### config.mk
export PLATFORM = sky130hd
export DESIGN_NAME = demux_1to3_16bit_reg
export DESIGN_NICKNAME = d
export VERILOG_FILES = /design/src/rtl/demux_1to3_16bit_reg.sv
export SDC_FILE = /design/constraint.sdc
export NUM_CORES = 1
export LEC_CHECK = 0
export CAP_MARGIN = 20
export CORE_UTILIZATION = 39
export CTS_CLUSTER_DIAMETER = 120
export DETAILED_ROUTE_END_ITERATION = 8
export HOLD_SLACK_MARGIN = 0.12
export PLACE_DENSITY_LB_ADDON = 0.12
export SETUP_SLACK_MARGIN = 0.15
export SKIP_CTS_REPAIR_TIMING = 1
export SYNTH_ARGS = -nofsm -noshare
export SYNTH_HDL_FRONTEND = slang
export SYNTH_SLANG_ARGS = --single-unit
### constraint.sdc
create_clock -name i_clk -period 1.7 [get_ports i_clk]
set_clock_uncertainty 0.2 [all_clocks]
set_input_delay 0.255 -clock i_clk [delete_from_list [all_inputs] [get_ports i_clk]]
set_output_delay 0.255 -clock i_clk [all_outputs]
set_load 0.02 [all_outputs]
### src/rtl/demux_1to3_16bit_reg.sv
// One-hot 1:3 write demux into N/K/M holding registers.
// Tracks per-register fresh flags and reports when a complete operand set is loaded.
module demux_1to3_16bit_reg #(
  parameter int              WIDTH     = 16,
  parameter logic [WIDTH-1:0] RESET_VAL = '0
) (
  input  logic             i_clk,
  input  logic             i_rst,
  input  logic [WIDTH-1:0] i_din,
  input  logic [2:0]       i_dsel,
  input  logic             i_din_valid,
  output logic             o_din_ready,
  input  logic             i_clr,
  output logic [WIDTH-1:0] o_out_n,
  output logic [WIDTH-1:0] o_out_k,
  output logic [WIDTH-1:0] o_out_m,
  output logic             o_wr_n,
  output logic             o_wr_k,
  output logic             o_wr_m,
  output logic [2:0]       o_loaded,
  output logic             o_all_loaded,
  output logic             o_sel_err
);

  // state   | meaning
  // EMPTY   | no register holds fresh data
  // PARTIAL | one or two registers loaded
  // FULL    | all three loaded, writes stalled until clr
  typedef enum logic [1:0] {
    EMPTY   = 2'd0,
    PARTIAL = 2'd1,
    FULL    = 2'd2
  } state_t;

  state_t           r_state, w_state_next;
  logic [WIDTH-1:0] r_out_n, r_out_k, r_out_m;
  logic [2:0]       r_loaded, w_loaded_next;
  logic [2:0]       r_stb, r_wr;
  logic             r_sel_err;
  logic             w_onehot, w_attempt, w_accept, w_illegal;

  assign o_din_ready = !i_rst && (r_state != FULL);
  assign w_onehot    = (i_dsel == 3'b001) || (i_dsel == 3'b010) || (i_dsel == 3'b100);
  // clr takes priority over any write in the same cycle
  assign w_attempt   = i_din_valid && o_din_ready && !i_clr;
  assign w_accept    = w_attempt && w_onehot;
  assign w_illegal   = w_attempt && !w_onehot;

  always_comb begin
    w_loaded_next = r_loaded;
    w_state_next  = r_state;
    if (i_clr) begin
      w_loaded_next = 3'b000;
    end else if (w_accept) begin
      w_loaded_next = r_loaded | i_dsel;
    end
    case (w_loaded_next)
      3'b000:  w_state_next = EMPTY;
      3'b111:  w_state_next = FULL;
      default: w_state_next = PARTIAL;
    endcase
  end

  always_ff @(posedge i_clk) begin
    if (i_rst) begin
      r_state  <= EMPTY;
      r_loaded <= 3'b000;
    end else begin
      r_state  <= w_state_next;
      r_loaded <= w_loaded_next;
    end
  end

  always_ff @(posedge i_clk) begin
    if (i_rst || i_clr) begin
      r_out_n <= RESET_VAL;
      r_out_k <= RESET_VAL;
      r_out_m <= RESET_VAL;
    end else if (w_accept) begin
      if (i_dsel[0]) r_out_n <= i_din;
      if (i_dsel[1]) r_out_k <= i_din;
      if (i_dsel[2]) r_out_m <= i_din;
    end
  end

  // Strobe trails the register update by one cycle: r_stb marks the update, r_wr reports it.
  always_ff @(posedge i_clk) begin
    if (i_rst) begin
      r_stb     <= 3'b000;
      r_wr      <= 3'b000;
      r_sel_err <= 1'b0;
    end else begin
      r_stb <= w_accept ? i_dsel : 3'b000;
      r_wr  <= r_stb;
      if (w_illegal) r_sel_err <= 1'b1;
    end
  end

  assign o_out_n      = r_out_n;
  assign o_out_k      = r_out_k;
  assign o_out_m      = r_out_m;
  assign o_wr_n       = r_wr[0];
  assign o_wr_k       = r_wr[1];
  assign o_wr_m       = r_wr[2];
  assign o_loaded     = r_loaded;
  assign o_all_loaded = (r_state == FULL);
  assign o_sel_err    = r_sel_err;

endmodule

==> metrics.yaml, run 1 <==
vias_per_cell: 4.78
post_synth.cell_area_avg_sq_um: 9.73
period_minus_slack_ps: 1570
slew_headroom_pct: 82.6
synth_seq_cells: 60
cts-root-buf: "clkbuf_8"
syn-num-nets: 246
min_path_type: "in -> reg"
antenna_found_initial: 0
ys_types: 32
fin_nets: 348
drt_iter0_drc: 109
synthesis.instances: 223
clockBufferDepth: 2
cap_viol_max_count: 0
grt.total_usage_pct: 19.4
vias: 1910
dieWidth_microns: 76.6
row_count: 26
startpoint: "r_state[0]"
clkTransAtPathRegs_ps: 70
ant_nets: 0
grt_overflow_total: 0
cts_tree: "built"
slew_violations: 0
vdd_drop_max_mv: 0.604
cts.sinks: 60
portBuffers: 79
dieArea_sq_mm: 0.00587
clk_latency_ps: 340
start_kind: "register"
status: "completed"
drc: 0
yosysWarnings: 0
hp-start: "i_clr"
crit_family: "simple AND/OR/NAND/NOR gates"
stdcell_area_sq_mm: 0.00366
finalCritPeriodShare_pct: 92.5
swShare_pct: 21.7
end_kind: "register"
cp_slowest_cell: "or3_4"
netSwitchingPower_w: 0.000662
die_y_microns: 76.6
antenna_cells: 0
dp_hpwl_mm: 3.67
fin_util_pct: 69.9
numCtsBuffers: 9
critPathRequiredTime_ps: 1720
power_frac_comb_pct: 7.0
power.total_w: 0.00305
grt_pass1_wl_mm: 8.77
place_inst: 379
start_util_pct: 41.4
grt_max_degree: 25
crit_arrival_ps: 1590
cpPeakStageDelay_ps: 380
p_clk_share_pct: 46.4
timing.rr.start: "r_state[0]"
crit_buf_inv: 2
ys_seq_area_share_pct: 55.3
critPathKind: "reg -> reg"
hold_viol_final: 0
dpl-instance-area_sq_mm: 0.00314
internal_power_w: 0.00238
grt_pass1_vias: 1813
power_frac_seq_pct: 46.6
finalSetupViolations: 0
cts-htree-levels: 3
coreArea_sq_mm: 0.00524
rsz0062_at_grt: "true"
drive_above_1_share_pct: 16.1
layout.cells.non_filler: 400
drt-total-wl_mm: 5.73
first_pass_iters: 5
worst_slew_pin_slew_ps: 261
p_per_area_mw_per_mm2: 832
layout_common_cells: "dlymetal6s2s_1 (62), dfxtp_1 (60), nor2_1 (37), mux2i_1 (30), a21oi_1 (18)"
clock.fmax_mhz: 636
leakagePower_nw: 2.46
place_congestion: 0.792
area_delta_synth_final_pct: 68.7
crit_fanout: 9
final_common_cell: "dlymetal6s2s_1"
worstPathCellList: "nand2b_4, inv_4, or3_4, buf_8, mux2i_1, nor2_1"
wl_per_cell_microns: 14.3
syn_area_sq_mm: 0.00217
boundaryPins: 80
## worst paths after layout
| kind | slack, ps | end | cells past startpoint |
|---|---|---|---|
| min | 110 | o_sel_err | 4 |
| max reg2reg | 130 | o_out_m[11] | 6 |
| min reg2reg | 230 | r_wr[0] | 1 |
| max | 130 | o_out_m[11] | 6 |
## final cells by class
| class | instances | area [sq um] |
|---|---|---|
| multi-input combinational | 144 | 905 |
| fill | 405 | 1580 |
| sequential | 60 | 1200 |
| timing repair buffer | 105 | 1230 |
| inverter | 5 | 21.3 |
| tap | 70 | 87.6 |
| clock buffer | 11 | 141 |
| clock inverter | 5 | 75.1 |
## sequential cells by signal, summed over array words and instances (netlist names)
register / flops
o_out_n: 16
r_stb: 3
r_state: 2
o_sel_err: 1
o_out_m: 16
r_wr: 3
o_loaded: 3
o_out_k: 16
## cell families (layout without fill, tap and decap cells)
| logic type | after synthesis | in the layout | synth area share [%] |
|---|---|---|---|
| flops | 60 | 60 | 55.3 |
| simple gates | 85 | 85 | 18.0 |
| xor+xnor | 1 | 1 | 0.404 |
| mux | 32 | 32 | 14.8 |
| buf+inv | 19 | 126 | 4.96 |
| compound gates | 26 | 26 | 6.57 |
## synthesized netlist by cell type
| library cell | count | share of area (%) |
|---|---|---|
| dfxtp_1 | 60 | 55 |
| nor2_1 | 37 | 6.4 |
| mux2i_1 | 32 | 15 |
| a21oi_1 | 18 | 4.2 |
| nand2_1 | 17 | 2.9 |
| nand3_1 | 17 | 3.9 |
| clkbuf_1 | 9 | 1.6 |
| inv_1 | 3 | 0.52 |
| a31oi_1 | 2 | 0.58 |
| and2b_1 | 2 | 0.69 |
| buf_6 | 2 | 1.0 |
| inv_2 | 2 | 0.35 |
| nor2b_1 | 2 | 0.58 |
| o21ai_0 | 2 | 0.46 |
| a22oi_1 | 1 | 0.35 |
| and2_1 | 1 | 0.29 |
| and3_1 | 1 | 0.29 |
| and4_1 | 1 | 0.40 |
| buf_12 | 1 | 0.92 |
| buf_2 | 1 | 0.23 |
| buf_4 | 1 | 0.35 |
| nand2b_1 | 1 | 0.29 |
| nand4bb_1 | 1 | 0.52 |
| nor3_1 | 1 | 0.23 |
| nor3b_2 | 1 | 0.58 |
| nor4_1 | 1 | 0.29 |
| o211a_1 | 1 | 0.46 |
| o21ai_1 | 1 | 0.23 |
| o31ai_1 | 1 | 0.35 |
| or2_1 | 1 | 0.29 |
| or3_1 | 1 | 0.29 |
| xor2_1 | 1 | 0.40 |
## power by group through the flow
stage	clock network [W]	registers (W)	logic (W)
2_1_floorplan	0	0.00146	0.0000703
3_3_place_gp	0	0.00145	0.000206
3_5_place_dp	0	0.00145	0.000205
4_1_cts	0.00144	0.00142	0.000207
5_1_grt	0.00151	0.00142	0.000230
6_report	0.00141	0.00142	0.000215
## through the flow
step	setup TNS [ps]	setup WS [ps]	hold WS, ps
floorplan	-98.3	-12.3	127
global route	0	58.3	144
global placement	-18900	-418	217
detailed placement	-19080	-439	225
finish	0	128	109
CTS	-4830	-365	237
## metal layers
metal  wire length (microns)  up-vias  GRT usage [%]
met5                       0        -              0
met4                      92        0           9.81
met2                    2690       55           29.5
met3                     284       10           5.51
met1                    2660      893           25.0
li1                        -      952              -
## worst min-delay path, stage by stage
cell and delay [ps]:
dlymetal6s2s_1 160, inv_1 60, a31oi_1 70, nor2_1 70
Note: power is estimated with default switching activity, not from simulation.
==> run 2: changes to the inputs <==
--- a/config.mk
+++ b/config.mk
@@ -13,6 +13,7 @@
 export PLACE_DENSITY_LB_ADDON = 0.12
 export SETUP_SLACK_MARGIN = 0.15
 export SKIP_CTS_REPAIR_TIMING = 1
+export SLEW_MARGIN = 40
 export SYNTH_ARGS = -nofsm -noshare
 export SYNTH_HDL_FRONTEND = slang
 export SYNTH_SLANG_ARGS = --single-unit
==> results of run 2 <==
Final layout, timing and power as in run 1 (identical DEF).
